File: src/rtl/csmulti_accumulator_if.sv
// csmulti_accumulator_if
//   Handshake bundle between the carry save multiplier, the accumulate stage
//   and its downstream consumer.
//   Term side  : in_valid, in_ready, in_product[2*bitsize-1:0], in_last
//   Result side: out_valid, out_ready, out_sum[accwidth-1:0], out_count[7:0],
//                out_ovf
//   slave  modport : the accumulate stage itself
//   master modport : the surrounding logic (term producer + result consumer)
interface csmulti_accumulator_if #(
  parameter int bitsize  = 8,
  parameter int accwidth = 2*bitsize+8
);
  logic                   in_valid;
  logic                   in_ready;
  logic [2*bitsize-1:0]   in_product;
  logic                   in_last;
  logic                   out_valid;
  logic                   out_ready;
  logic [accwidth-1:0]    out_sum;
  logic [7:0]             out_count;
  logic                   out_ovf;

  modport slave (
    input  in_valid, in_product, in_last, out_ready,
    output in_ready, out_valid, out_sum, out_count, out_ovf
  );

  modport master (
    output in_valid, in_product, in_last, out_ready,
    input  in_ready, out_valid, out_sum, out_count, out_ovf
  );
endinterface

File: src/rtl/csmulti_accumulator.sv
// csmulti_accumulator
//   Sums a group of unsigned products (group closed by in_last) and presents
//   the group sum, term count (saturating at 255) and an overflow flag.
//   Ports:
//     clk   - single clock, rising edge
//     rst_n - asynchronous active-low reset
//     bus   - csmulti_accumulator_if.slave (term and result handshakes)
//   Configuration macro:
//     CSMULTI_ACC_SAT_EN - when defined the accumulator saturates to all-ones
//                          on carry-out instead of wrapping.
module csmulti_accumulator #(
  parameter int bitsize  = 8,
  parameter int accwidth = 2*bitsize+8
) (
  input  logic                   clk,
  input  logic                   rst_n,
  csmulti_accumulator_if.slave   bus
);
  localparam int pw = 2*bitsize;

  typedef enum logic {ACC, HOLD} state_t;

  state_t                state_reg, state_next;
  logic [accwidth-1:0]   acc_reg;
  logic [7:0]            cnt_reg;
  logic                  ovf_reg;
  logic [accwidth-1:0]   sum_reg;
  logic [7:0]            count_reg;
  logic                  ovf_out_reg;

  logic                  accept;
  logic                  in_ready_int;
  logic                  out_valid_int;
  logic [accwidth:0]     add_ext;
  logic                  carry;
  logic [accwidth-1:0]   acc_next;
  logic [7:0]            cnt_next;
  logic                  ovf_next;

  // One extra bit on the adder captures the carry-out used for the flag.
  assign add_ext = {1'b0, acc_reg} + {{(accwidth+1-pw){1'b0}}, bus.in_product};
  assign carry   = add_ext[accwidth];

`ifdef CSMULTI_ACC_SAT_EN
  // Once pinned at all-ones, any nonzero term carries again, so the
  // accumulator stays saturated for the rest of the group.
  assign acc_next = carry ? {accwidth{1'b1}} : add_ext[accwidth-1:0];
`else
  assign acc_next = add_ext[accwidth-1:0];
`endif

  assign cnt_next = (cnt_reg == 8'hFF) ? 8'hFF : cnt_reg + 8'd1;
  assign ovf_next = ovf_reg | carry;

  always_comb begin
    state_next    = state_reg;
    in_ready_int  = 1'b0;
    out_valid_int = 1'b0;
    accept        = 1'b0;
    case (state_reg)
      ACC: begin
        // Gated by rst_n so in_ready reads 0 while reset is held.
        in_ready_int = rst_n;
        accept       = bus.in_valid & rst_n;
        if (accept && bus.in_last) begin
          state_next = HOLD;
        end
      end
      HOLD: begin
        out_valid_int = 1'b1;
        if (bus.out_ready) begin
          state_next = ACC;
        end
      end
      default: state_next = ACC;
    endcase
  end

  always_ff @(posedge clk or negedge rst_n) begin
    if (!rst_n) begin
      state_reg   <= ACC;
      acc_reg     <= '0;
      cnt_reg     <= '0;
      ovf_reg     <= 1'b0;
      sum_reg     <= '0;
      count_reg   <= '0;
      ovf_out_reg <= 1'b0;
    end else begin
      state_reg <= state_next;
      if (accept) begin
        if (bus.in_last) begin
          // Publish post-add values and start the next group from zero.
          sum_reg     <= acc_next;
          count_reg   <= cnt_next;
          ovf_out_reg <= ovf_next;
          acc_reg     <= '0;
          cnt_reg     <= '0;
          ovf_reg     <= 1'b0;
        end else begin
          acc_reg <= acc_next;
          cnt_reg <= cnt_next;
          ovf_reg <= ovf_next;
        end
      end
    end
  end

  assign bus.in_ready  = in_ready_int;
  assign bus.out_valid = out_valid_int;
  assign bus.out_sum   = sum_reg;
  assign bus.out_count = count_reg;
  assign bus.out_ovf   = ovf_out_reg;
endmodule

File: src/flat_wrapper.sv
// flat-port wrapper written by rule: the top's interface ports become plain ports
module csmulti_accumulator_flat 
#(
  parameter int bitsize  = 8,
  parameter int accwidth = 2*bitsize+8
)
  (clk, rst_n, bus_in_valid, bus_in_product, bus_in_last, bus_out_ready, bus_in_ready, bus_out_valid, bus_out_sum, bus_out_count, bus_out_ovf);
  csmulti_accumulator_if #(.bitsize(bitsize), .accwidth(accwidth)) bus_i ();
  input  logic clk;
  input  logic rst_n;
  input wire logic [$bits(bus_i.in_valid)-1:0] bus_in_valid;
  input wire logic [$bits(bus_i.in_product)-1:0] bus_in_product;
  input wire logic [$bits(bus_i.in_last)-1:0] bus_in_last;
  input wire logic [$bits(bus_i.out_ready)-1:0] bus_out_ready;
  output wire logic [$bits(bus_i.in_ready)-1:0] bus_in_ready;
  output wire logic [$bits(bus_i.out_valid)-1:0] bus_out_valid;
  output wire logic [$bits(bus_i.out_sum)-1:0] bus_out_sum;
  output wire logic [$bits(bus_i.out_count)-1:0] bus_out_count;
  output wire logic [$bits(bus_i.out_ovf)-1:0] bus_out_ovf;
  assign bus_i.in_valid = bus_in_valid;
  assign bus_i.in_product = bus_in_product;
  assign bus_i.in_last = bus_in_last;
  assign bus_i.out_ready = bus_out_ready;
  assign bus_in_ready = bus_i.in_ready;
  assign bus_out_valid = bus_i.out_valid;
  assign bus_out_sum = bus_i.out_sum;
  assign bus_out_count = bus_i.out_count;
  assign bus_out_ovf = bus_i.out_ovf;
  csmulti_accumulator #(.bitsize(bitsize), .accwidth(accwidth)) u_core (.clk(clk), .rst_n(rst_n), .bus(bus_i));
endmodule
File: config.mk
export PLATFORM = sky130hd
export DESIGN_NAME = csmulti_accumulator_flat
export DESIGN_NICKNAME = d
export VERILOG_FILES = /design/src/rtl/csmulti_accumulator_if.sv /design/src/rtl/csmulti_accumulator.sv /design/src/flat_wrapper.sv
export SDC_FILE = /design/constraint.sdc
export NUM_CORES = 1
export LEC_CHECK = 0
export ABC_AREA = 1
export BUFFER_PORTS_ARGS = -buffer_cell sky130_fd_sc_hd__clkbuf_2
export CAP_MARGIN = 20
export CORE_MARGIN = 4
export CORE_UTILIZATION = 29
export CTS_BUF_LIST = sky130_fd_sc_hd__clkbuf_8 sky130_fd_sc_hd__clkbuf_16
export DETAILED_ROUTE_END_ITERATION = 7
export PLACE_DENSITY = 0.58
export SLEW_MARGIN = 20
export SYNTH_ARGS = -nofsm -noshare
export SYNTH_HDL_FRONTEND = slang
export SYNTH_SLANG_ARGS = --single-unit
File: constraint.sdc
create_clock -name clk -period 3 [get_ports clk]
set_clock_uncertainty 0.2 [all_clocks]
set_input_delay 0.6 -clock clk [delete_from_list [all_inputs] [get_ports clk]]
set_output_delay 0.6 -clock clk [all_outputs]
set_load 0.005 [all_outputs]
* Word-level counts from Yosys, hierarchy flattened
Cells that the tools add are included.
Cells by class: add/sub/neg operators 2, equal/unequal tests 1, mux-type cells 10, bitwise logic cells 3, reduce and logical (&&, ||, !) cells 2
Operators with widths (number):
- adder 24 x 16 -> 25 bit | 1
- two-way mux 24 bit | 1
- two-way mux 8 bit | 2
- adder 8 x 1 -> 8 bit (second input constant) | 1
- equality test 8 bit (second input constant) | 1
- two-way mux 1 bit | 6
- one-hot mux 1 bit (2 select lines) | 1
- AND reduction 2 bit | 1
- bitwise AND 1 bit | 1
- logical AND 1 bit | 1
- NOT 1 bit | 1
- bitwise OR 1 bit | 1
Storage, ports and cells: flip-flop bits (word level) 67, input port bits 21, output and inout bits 35, word-level logic and storage cells 25

* Longest topological paths before layout
Gate-level depths: netlist (run 1).
depth in word-level cells 4, depth in mapped cells 14, mapped depth without buffers 14

* Least setup slack after synthesis (run 1)
No wires, ideal clock.
kind input port to flip-flop, from input port bus_in_product[0], to register u_core.acc_reg[16], setup time 0.127 ns, data arrival time 1.917 ns, required time 2.673 ns, slack 0.756 ns, stages on the path 13, path buffers 0, cell sequence ha_1 -> inv_1 -> fa_1 -> inv_1 -> nand3_1 -> nand2_2 -> nand2_2 -> nand3_2 -> nand2_1 -> nand2_1 -> nand2_1 -> nand3_1 -> o21ai_0
On the way: longest elaborated chain between the ends 2
RTL lines:
- start, declared | line flat_wrapper.sv:12 | input wire logic [$bits(bus_i.in_product)-1:0] bus_in_product;
- adder 24 x 16 -> 25 bit | line csmulti_accumulator.sv:41 | assign add_ext = {1'b0, acc_reg} + {{(accwidth+1-pw){1'b0}}, bus.in_product};
- two-way mux 24 bit | line csmulti_accumulator.sv:91 | if (bus.in_last) begin
- end signal, assigned | line csmulti_accumulator.sv:100 | acc_reg <= acc_next;
- end, declared | line csmulti_accumulator.sv:24 | logic [accwidth-1:0] acc_reg;
Every way passes these cells. A chain may end at the register's enable or synchronous reset.

* Worst setup path in the final report (run 1)
from register u_core.acc_reg[0], to register u_core.ovf_reg
On the way: longest elaborated chain between the ends 3
RTL lines:
- adder 24 x 16 -> 25 bit | line csmulti_accumulator.sv:41
- bitwise OR 1 bit | line csmulti_accumulator.sv:53 | assign ovf_next = ovf_reg | carry;
- two-way mux 1 bit | line csmulti_accumulator.sv:91
- end signal, assigned | line csmulti_accumulator.sv:102 | ovf_reg <= ovf_next;
- end, declared | line csmulti_accumulator.sv:26 | logic ovf_reg;
Every way passes these cells.

==> flow_metrics.py, run 1 <==
metrics = {
    "status": {
        "status": "finished, final reports clean",
    },
    "die": {
        "die-area_sq_mm": 0.0162,
        "row_count": 43,
        "start_util_pct": 29.7,
        "ios": 56,
        "die_width_microns": 127,
        "core_area_sq_mm": 0.0139,
        "die_y_microns": 127,
    },
    "clock_network": {
        "ctsHoldBuffers": 0,
        "root_buffer": "clkbuf_16",
        "path_clk_slew_ps": 60,
        "cts_resized": 0,
        "postCtsSetupRepairBufs": 0,
        "clockBufferDepth": 2,
        "clock-sinks": 67,
        "htree_levels": 3,
        "clock_latency_ps": 340,
        "cts_tree": "built",
        "numCtsBuffers": 9,
    },
    "final_layout": {
        "antenna_cells": 0,
        "drive_gt1_share_pct": 16.7,
        "fin_cells": 828,
        "fillers": 1530,
        "multi_input_area_sq_mm": 0.00209,
        "layout.nets": 682,
        "final_area_sq_mm": 0.00493,
        "seqCellArea_sq_mm": 0.00168,
        "area_growth_pct": 19.1,
    },
    "worst_setup_path": {
        "critical_path_required_ps": 3080,
        "cp-start-kind": "flip-flop",
        "crit_type": "flip-flop to flip-flop",
        "worstPathMaxFanout": 3,
        "end_kind": "flip-flop",
        "timing.critical_path.arrival_ps": 2350,
    },
    "route": {
        "vias": 3687,
        "wirelength_microns": 10600,
        "via_per_inst": 4.45,
        "drc": 0,
        "drtPass1Iterations": 4,
        "wl_per_cell_microns": 12.8,
        "antenna_left": 0,
        "drtIter0Drc": 183,
    },
    "worst_hold_path": {
        "hp-class": "input pin to asynchronous set/reset pin",
    },
    "yosys": {
        "ys.flop_type": "dfrtp_1",
        "syn-num-nets": 624,
        "avgSynthCellArea_sq_um": 7.07,
        "ys_seq_area_share_pct": 40.5,
        "synth_edf_count": 0,
        "synthDistinctLibCells": 31,
        "synth.largest_area_cell": "dfrtp_1",
        "ys_ff_latch": 67,
        "synth.most_common_cell": "nand2_1",
        "synth.cell_area_sq_mm": 0.00414,
        "netlist_top_cells_count": "nand2_1 (232), inv_1 (76), dfrtp_1 (67)",
        "yosys-top-cells-area": "dfrtp_1 (41%), nand2_1 (21%), inv_1 (6.9%)",
        "synth_warnings": 0,
        "synth_top_area_share_pct": 40.5,
        "ys_async_sr_fraction_pct": 100,
        "netlist_instances": 585,
    },
    "placed_design": {
        "io_buffer_count": 55,
        "hpwl_microns": 8180,
        "place_area_sq_mm": 0.00461,
        "place_congestion": 0.892,
        "dp_cells": 812,
    },
    "timing": {
        "fin_crit_ps": 2270,
        "rsz0062_at_grt": "false",
        "finalSetupViolations": 0,
        "slew_headroom_pct": 55.5,
        "fmax_mhz": 440,
        "worstMarginPinSlew_ps": 666,
        "post-route-period-util_pct": 75.8,
        "final_max_slew_viol_count": 0,
        "fin_tns_setup_ps": 0,
        "hold_viol": 0,
        "holdWs_ps": 133,
    },
    "power_and_ir_drop": {
        "powerDensity_mw_per_mm2": 788,
        "leakage_nw": 2.70,
        "ir_worst_vdd_v": 0.000389,
    },
    "global_routing": {
        "grt_pass1_vias": 3715,
        "grt_pass1_wl_microns": 18200,
        "grt_max_degree": 42,
        "gr-usage-all-layers_pct": 14.0,
        "grt-ovfl-total": 0,
        "antenna_found_initial": 0,
    },
    "job": {
        "drv_cap": 0,
    },
}
[stage by stage]
step                      worst slack, ps  utilization (%)  total power, mW
after global routing                  489             35.4             4.21
after global placement                474             33.1             2.75
after CTS                             734             35.4             3.94
after detailed placement              386             33.1             2.75
after floorplan                       756                -             2.28
final                                 725             35.4             3.88
[worst paths after layout]
| kind | start | slack [ps] | endpoint | cells past startpoint |
|---|---|---|---|---|
| setup / recovery | u_core.acc_reg[0]$_DFFE_PN0P_ | 730 | u_core.ovf_reg$_DFFE_PN0P_ | 14 |
| setup reg to reg | u_core.acc_reg[0]$_DFFE_PN0P_ | 730 | u_core.ovf_reg$_DFFE_PN0P_ | 14 |
| hold reg to reg | u_core.bus.out_sum[4]$_DFFE_PN0P_ | 280 | u_core.bus.out_sum[4]$_DFFE_PN0P_ | 2 |
| hold / removal | rst_n | 130 | u_core.acc_reg[3]$_DFFE_PN0P_ | 2 |
| min in group clk | bus_out_ready | 230 | u_core.state_reg$_DFF_PN0_ | 2 |
| max in group asynchronous | rst_n | 1630 | u_core.acc_reg[18]$_DFFE_PN0P_ | 3 |
[worst max-delay path, stage by stage, from the launching register on]
cell	delay, ps
dfrtp_1	340
ha_1	240
inv_1	80
fa_1	400
inv_1	110
nand3_1	110
nand2_2	120
nand2_2	70
nand3_2	80
nand2_1	100
nand2_1	90
nand2_1	50
nand2_1	90
nand3_1	60
inv_1	80
[placed cells by master, fill, tap and decap left out, types with 2 or more instances in the layout]
| cell type | synthesis | layout |
|---|---|---|
| a21oi_1 | 10 | 10 |
| a22o_1 | 2 | 2 |
| a31oi_1 | 5 | 5 |
| buf_4 | 2 | 5 |
| bufinv_16 | 0 | 2 |
| clkbuf_16 | 0 | 9 |
| clkbuf_2 | 0 | 54 |
| dfrtp_1 | 67 | 67 |
| ha_1 | 17 | 17 |
| inv_1 | 76 | 76 |
| inv_2 | 3 | 3 |
| inv_6 | 0 | 2 |
| nand2_1 | 232 | 232 |
| nand2_2 | 13 | 13 |
| nand3_1 | 44 | 44 |
| nand3_2 | 4 | 4 |
| nand3b_1 | 4 | 4 |
| nand4_1 | 7 | 7 |
| nor2_1 | 31 | 30 |
| nor2_2 | 6 | 7 |
| nor2_4 | 3 | 3 |
| nor4_1 | 3 | 3 |
| o21ai_0 | 25 | 25 |
| o21ai_1 | 2 | 2 |
| o22ai_1 | 3 | 3 |
| xnor2_1 | 6 | 6 |
| xor2_1 | 4 | 4 |
[cell type report]
| cell class | instances | area share [%] |
|---|---|---|
| clock inverters | 7 | 2.01 |
| inverters | 79 | 6.02 |
| well taps | 180 | 4.57 |
| repair buffers | 60 | 6.35 |
| multi-input cells | 426 | 42.5 |
| clock buffers | 9 | 4.57 |
| flip-flops and latches | 67 | 34.0 |
[power by group]
| part | switching (mW) | leakage (nW) | internal [mW] |
|---|---|---|---|
| clock network | 0.430 | 0.156 | 0.733 |
| logic | 0.893 | 1.66 | 0.540 |
| registers | 0.145 | 0.875 | 1.14 |
| total | 1.47 | 2.70 | 2.41 |
[routing by layer]
layer | GRT usage [%] | share of wire, %
met5 | 0 | 0
met4 | 5.49 | 2.0
met3 | 3.30 | 4.1
met2 | 21.7 | 44
met1 | 18.9 | 50
[logic make-up after synthesis]
group / count (synthesis) / share of synthesized area [%]
simple gates: 350 / 36.5
buf+inv: 92 / 8.92
flops: 67 / 40.5
compound gates: 48 / 6.32
fa+ha+maj: 18 / 5.62
xor+xnor: 10 / 2.12
Power figures use the tool's default switching activity.
==> run 2, diff against run 1 <==
--- a/config.mk
+++ b/config.mk
@@ -12,7 +12,7 @@
 export CORE_UTILIZATION = 29
 export CTS_BUF_LIST = sky130_fd_sc_hd__clkbuf_8 sky130_fd_sc_hd__clkbuf_16
 export DETAILED_ROUTE_END_ITERATION = 7
-export PLACE_DENSITY = 0.58
+export PLACE_DENSITY = 0.59
 export SLEW_MARGIN = 20
 export SYNTH_ARGS = -nofsm -noshare
 export SYNTH_HDL_FRONTEND = slang
==> constraint.sdc (replaced) <==
create_clock -name clk -period 2 [get_ports clk]
set_clock_uncertainty 0.2 [all_clocks]
set_input_delay 0.4 -clock clk [delete_from_list [all_inputs] [get_ports clk]]
set_output_delay 0.4 -clock clk [all_outputs]
set_load 0.005 [all_outputs]
==> run 2 against run 1 <==
Against the previous run: non-clock buffer count grew 43; count of clock-buffer cells in the layout is the same; critical path type unchanged; wire length rose by 9.9%; flip-flop and latch count is the same; final cell count rose by 5.1%; the flow now finishes with violations (setup timing); power rose by 78%; register-to-register slack got worse by 820 ps; sequential share of layout area down 5.3 points; design area grew 19%; via count up 8.2%; highest routed layer unchanged.
==> flow_metrics.py, run 2 (synthesized netlist as in run 1, its figures left out) <==
metrics = {
    "final_layout": {
        "final_common_cell": "nand2_1",
        "fin_cells": 870,
        "drive_gt1_share_pct": 33.3,
        "area_growth_pct": 41.3,
        "fillers": 1414,
        "final_cell_mix": "nand2_1 (200), inv_1 (72), dfrtp_1 (67), clkbuf_2 (54), buf_4 (42)",
        "antenna_cells": 0,
        "layout.nets": 725,
    },
    "worst_setup_path": {
        "r2r_cells": 14,
        "cp-start-kind": "flip-flop",
        "cp_top_family": "simple AND/OR/NAND/NOR gates",
        "worstPathMaxFanout": 3,
        "cp-endpoint": "u_core.ovf_reg$_DFFE_PN0P_",
        "r2r-end": "u_core.ovf_reg$_DFFE_PN0P_",
        "crit_top_cell": "nand2_4",
        "max_stage_delay_ps": 400,
        "crit_cells": 14,
        "slowest_stage": "dfrtp_1",
        "critical_path_required_ps": 2080,
        "end_kind": "flip-flop",
        "cp_num_buf_inv": 3,
        "rrSetupSlack_ps": -100,
        "crit_chain": "ha_4 -> inv_4 -> fa_2 -> inv_2 -> nand3_4 -> nand2_4 -> nand2_4 -> nand3_4 -> nand2_4 -> nand2_4 -> nand2_2 -> nand2_2 -> nand3_2 -> inv_1",
        "reg2reg_from": "u_core.acc_reg[0]$_DFFE_PN0P_",
        "cp-startpoint": "u_core.acc_reg[0]$_DFFE_PN0P_",
        "crit_type": "flip-flop to flip-flop",
        "timing.critical_path.arrival_ps": 2180,
    },
    "power_and_ir_drop": {
        "leakage_nw": 3.03,
        "ir_worst_vdd_v": 0.000537,
        "powerDensity_mw_per_mm2": 1180,
    },
    "worst_hold_path": {
        "hp-class": "input pin to flip-flop",
        "whs_path_depth": 2,
    },
    "timing": {
        "worstMarginPinSlew_ps": 600,
        "slew_headroom_pct": 59.6,
        "hold_viol": 0,
        "fmax_mhz": 477,
        "rsz0062_at_grt": "true",
        "post-route-period-util_pct": 105,
        "finalSetupViolations": 18,
        "fin_tns_setup_ps": -1150,
        "fin_crit_ps": 2100,
        "holdWs_ps": 35.9,
        "final_max_slew_viol_count": 0,
        "setup_slack_ps": -95.6,
    },
    "global_routing": {
        "grt_pass1_wl_microns": 19200,
        "gr-usage-all-layers_pct": 14.7,
        "grt_max_degree": 68,
        "grt_pass1_vias": 3904,
        "antenna_found_initial": 0,
        "grt-ovfl-total": 0,
    },
    "die": {
        "row_count": 43,
        "die_y_microns": 127,
        "ios": 56,
        "die_width_microns": 127,
        "start_util_pct": 29.7,
        "core_area_sq_mm": 0.0139,
        "die-area_sq_mm": 0.0162,
    },
    "route": {
        "wirelength_microns": 11700,
        "vias": 3988,
        "drtPass1Iterations": 4,
        "drtIter0Drc": 203,
        "drc": 0,
        "via_per_inst": 4.58,
        "antenna_left": 0,
        "wl_per_cell_microns": 13.4,
    },
    "clock_network": {
        "clock-sinks": 67,
        "root_buffer": "clkbuf_16",
        "clockBufferDepth": 2,
        "htree_levels": 3,
        "clock_latency_ps": 340,
        "numCtsBuffers": 9,
        "cts_tree": "built",
        "path_clk_slew_ps": 60,
    },
    "placed_design": {
        "io_buffer_count": 55,
        "dp_cells": 843,
        "pre_cts_ws_ps": -262,
        "hpwl_microns": 8430,
        "place_congestion": 0.880,
    },
    "job": {
        "drv_cap": 0,
    },
    "status": {
        "status": "finished with violations",
        "violations": "setup timing",
    },
}
-- run 2: cell count changes in the layout (fill, tap and decap cells not counted), moves of 7 or more --
cell / previous run / this run
buf_4: 5 / 42
ha_1: 17 / 2
ha_4: 0 / 14
nand2_1: 232 / 200
nand2_2: 13 / 31
nand2_4: 0 / 14
nand3_1: 44 / 28
nand3_2: 4 / 11
nand3_4: 0 / 9
o21ai_0: 25 / 18
o21ai_1: 2 / 9
-- run 2: final cells by class --
class	instances	area (sq um)	share of cell area [%]
multi-input combinational	426	2660	45.4
sequential	67	1680	28.7
timing repair buffer	103	674	11.5
inverter	79	299	5.11
clock buffer	9	225	3.85
tap	180	225	3.85
clock inverter	6	90.1	1.54
-- run 2: what timing repair did --
item | in CTS | in global routing
buffers inserted | 3 | 9
hold buffers | 1 | 0
setup endpoints to repair | 30 | 45
pin swaps | 8 | 33
resized for setup | 31 | 96
hold endpoints to repair | 33 | 0
-- run 2: routing by layer --
| layer | GRT usage (%) | wire, microns |
|---|---|---|
| met1 | 19.7 | 5410 |
| met2 | 23.1 | 5490 |
| met3 | 4.52 | 505 |
| met4 | 4.04 | 242 |
| met5 | 0 | 0 |
-- run 2: worst reg2reg max path, stage by stage (launching register included) --
cell	delay, ps
dfrtp_1	400
ha_4	170
inv_4	40
fa_2	400
inv_2	100
nand3_4	90
nand2_4	110
nand2_4	70
nand3_4	80
nand2_4	70
nand2_4	70
nand2_2	50
nand2_2	90
nand3_2	60
inv_1	50
-- run 2: worst min path at each step --
stage                                   startpoint                             endpoint  slack (ps)
6_report                             bus_out_ready           u_core.state_reg$_DFF_PN0_          40
5_1_grt                              bus_out_ready           u_core.state_reg$_DFF_PN0_          50
4_1_cts                              bus_out_ready           u_core.state_reg$_DFF_PN0_          30
3_5_place_dp    u_core.bus.out_sum[21]$_DFFE_PN0P_   u_core.bus.out_sum[21]$_DFFE_PN0P_         270
3_3_place_gp   u_core.bus.out_count[6]$_DFFE_PN0P_  u_core.bus.out_count[6]$_DFFE_PN0P_         270
2_1_floorplan                                rst_n        u_core.acc_reg[0]$_DFFE_PN0P_        -100
-- run 2: metrics by stage --
step	utilization, %	instance area, sq um	power [mW]
after floorplan	-	4140	3.42
after global placement	34.9	4870	4.42
after detailed placement	34.9	4870	4.44
after CTS	38.3	5340	6.31
after global routing	42.0	5850	7.42
final	42.0	5850	6.91
-- run 2: power breakdown --
part	switching, mW	internal [mW]	leakage [nW]
clock	0.616	1.09	0.152
combinational	1.74	1.48	2.00
sequential	0.273	1.71	0.875
==> run 3, diff against run 2 <==
--- a/config.mk
+++ b/config.mk
@@ -12,7 +12,7 @@
 export CORE_UTILIZATION = 29
 export CTS_BUF_LIST = sky130_fd_sc_hd__clkbuf_8 sky130_fd_sc_hd__clkbuf_16
 export DETAILED_ROUTE_END_ITERATION = 7
-export PLACE_DENSITY = 0.59
+export PLACE_DENSITY = 0.58
 export SLEW_MARGIN = 20
 export SYNTH_ARGS = -nofsm -noshare
 export SYNTH_HDL_FRONTEND = slang
==> constraint.sdc (replaced) <==
create_clock -name clk -period 2.4 [get_ports clk]
set_clock_uncertainty 0.2 [all_clocks]
set_input_delay 0.48 -clock clk [delete_from_list [all_inputs] [get_ports clk]]
set_output_delay 0.48 -clock clk [all_outputs]
set_load 0.005 [all_outputs]
==> run 3 against run 2 <==
Against the previous run: the run now ends clean; sequential share of layout area up 5.0 points; final cell count down 4.3%; flip-flop and latch count unchanged; global-route usage down 0.23 points; critical path depth down 1; hold slack worse by 30 ps; power down 29%; non-clock buffer count down 38; first-iteration DRC count unchanged; critical path type unchanged; largest power group unchanged.
==> flow_metrics.py, run 3 (synthesized netlist as in run 1, its figures left out) <==
metrics = {
    "status": {
        "status": "finished, final reports clean",
    },
    "route": {
        "drtPass1Iterations": 4,
        "via_per_inst": 4.48,
        "antenna_left": 0,
        "wl_per_cell_microns": 13.1,
        "drc": 0,
        "drtIter0Drc": 203,
        "vias": 3736,
        "wirelength_microns": 10900,
    },
    "power_and_ir_drop": {
        "ir_worst_vdd_v": 0.000353,
        "switchingPower_mw": 1.84,
        "power_frac_seq_pct": 32.8,
        "p_int_mw": 3.08,
        "combPwrFrac_pct": 37.1,
        "clkPwrFrac_pct": 30.1,
        "leakage_nw": 2.72,
        "finalPower_mw": 4.92,
        "powerDensity_mw_per_mm2": 988,
        "swShare_pct": 37.4,
    },
    "worst_setup_path": {
        "cp-start-kind": "flip-flop",
        "worstPathMaxFanout": 3,
        "crit_top_cell": "nand2_1",
        "critical_path_required_ps": 2430,
        "crit_type": "flip-flop to flip-flop",
        "crit_chain": "ha_1 -> inv_1 -> fa_2 -> inv_1 -> nand3_1 -> nand2_2 -> nand2_2 -> nand3_2 -> nand2_1 -> nand2_1 -> nand2_1 -> nand3_1 -> o21ai_0",
        "timing.critical_path.arrival_ps": 2160,
        "end_kind": "flip-flop",
        "reg2reg_from": "u_core.acc_reg[0]$_DFFE_PN0P_",
        "cp-startpoint": "u_core.acc_reg[0]$_DFFE_PN0P_",
        "max_stage_delay_ps": 370,
        "slowest_stage": "fa_2",
    },
    "timing": {
        "rsz0062_at_grt": "false",
        "setup_slack_ps": 271,
        "hold_viol": 0,
        "finalSetupViolations": 0,
        "worstMarginPinSlew_ps": 527,
        "holdWs_ps": 6.03,
        "fmax_mhz": 470,
        "fin_crit_ps": 2130,
        "post-route-period-util_pct": 88.7,
        "slew_headroom_pct": 64.8,
        "final_max_slew_viol_count": 0,
    },
    "clock_network": {
        "path_clk_slew_ps": 60,
        "postCtsSetupRepairBufs": 0,
        "numCtsBuffers": 9,
        "cts_tree": "built",
        "clock-sinks": 67,
        "clockBufferDepth": 2,
        "htree_levels": 3,
        "clock_latency_ps": 350,
        "cts_resized": 0,
        "root_buffer": "clkbuf_16",
        "ctsHoldBuffers": 0,
    },
    "final_layout": {
        "final_common_cell": "nand2_1",
        "seqCellArea_sq_mm": 0.00168,
        "multi_input_area_sq_mm": 0.00210,
        "final_cell_mix": "nand2_1 (232), inv_1 (76), dfrtp_1 (67), clkbuf_2 (54), nand3_1 (44)",
        "drive_gt1_share_pct": 17.5,
        "layout.nets": 687,
        "antenna_cells": 0,
        "area_growth_pct": 20.4,
        "fillers": 1514,
    },
    "global_routing": {
        "grt-ovfl-total": 0,
        "gr-usage-all-layers_pct": 14.5,
        "antenna_found_initial": 0,
        "grt_pass1_wl_microns": 18500,
        "grt_max_degree": 42,
        "grt_pass1_vias": 3737,
    },
    "placed_design": {
        "pre_cts_ws_ps": -30.6,
        "io_buffer_count": 55,
        "place_congestion": 0.907,
        "hpwl_microns": 8520,
    },
    "die": {
        "start_util_pct": 29.7,
        "row_count": 43,
        "die_y_microns": 127,
        "ios": 56,
        "core_area_sq_mm": 0.0139,
        "die-area_sq_mm": 0.0162,
        "die_width_microns": 127,
    },
    "worst_hold_path": {
        "hp-class": "input pin to asynchronous set/reset pin",
    },
    "job": {
        "drv_cap": 0,
    },
}
[run 3: cell types whose count changed in the layout (fill, tap and decap cells not counted), sizes merged]
cell | previous run | this run
buf | 48 | 11
clkbuf | 63 | 65
dlygate4sd3 | 1 | 0
inv | 80 | 79
[run 3: worst paths after layout]
path	depth (start not counted)	slack, ps	to
setup / recovery	13	270	u_core.acc_reg[16]$_DFFE_PN0P_
hold / removal	2	6	u_core.bus.out_sum[0]$_DFFE_PN0P_
setup reg to reg	13	270	u_core.acc_reg[16]$_DFFE_PN0P_
hold reg to reg	2	280	u_core.bus.out_sum[13]$_DFFE_PN0P_
max in group asynchronous	3	1140	u_core.bus.out_sum[18]$_DFFE_PN0P_
min in group clk	2	110	u_core.state_reg$_DFF_PN0_
[run 3: critical path, delay by kind of cell, from the launching register on]
| family | cells | cell delay, ps |
|---|---|---|
| and+or+nand+nor | 8 | 680 |
| adders and majority gates | 2 | 550 |
| DFF | 1 | 350 |
| buffers and inverters | 2 | 150 |
| AOI/OAI and AO/OA | 1 | 70 |
[run 3: stage by stage]
stage	TNS [ps]	instance area, sq um	utilization (%)	std cells
floorplan	0	4140	-	585
global placement	0	4640	33.3	817
detailed placement	-55.5	4640	33.3	817
CTS	0	4980	35.7	833
global route	0	4980	35.8	833
finish	0	4980	35.8	833
[run 3: layer usage]
metal	vias to the layer above	GRT usage, %	wire length (microns)
met2	52	22.9	4970
met5	-	0	0
met4	0	6.12	229
li1	1958	-	-
met1	1710	19.0	5330
met3	16	3.34	360
[run 3: power by group through the flow]
stage          clock network (mW)  registers (mW)  logic [mW]
2_1_floorplan                   0            1.61        1.24
3_3_place_gp                    0            1.63        1.82
3_5_place_dp                    0            1.63        1.84
4_1_cts                      1.54            1.62        1.85
5_1_grt                      1.58            1.66        2.09
6_report                     1.48            1.62        1.83
[run 3: cell type report]
| cell class | instances | area share (%) |
|---|---|---|
| clock buffer | 11 | 5.07 |
| clock inverter | 5 | 1.71 |
| inverter | 79 | 5.95 |
| multi-input combinational | 426 | 42.1 |
| sequential | 67 | 33.6 |
| tap | 180 | 4.52 |
| timing repair buffer | 65 | 7.03 |
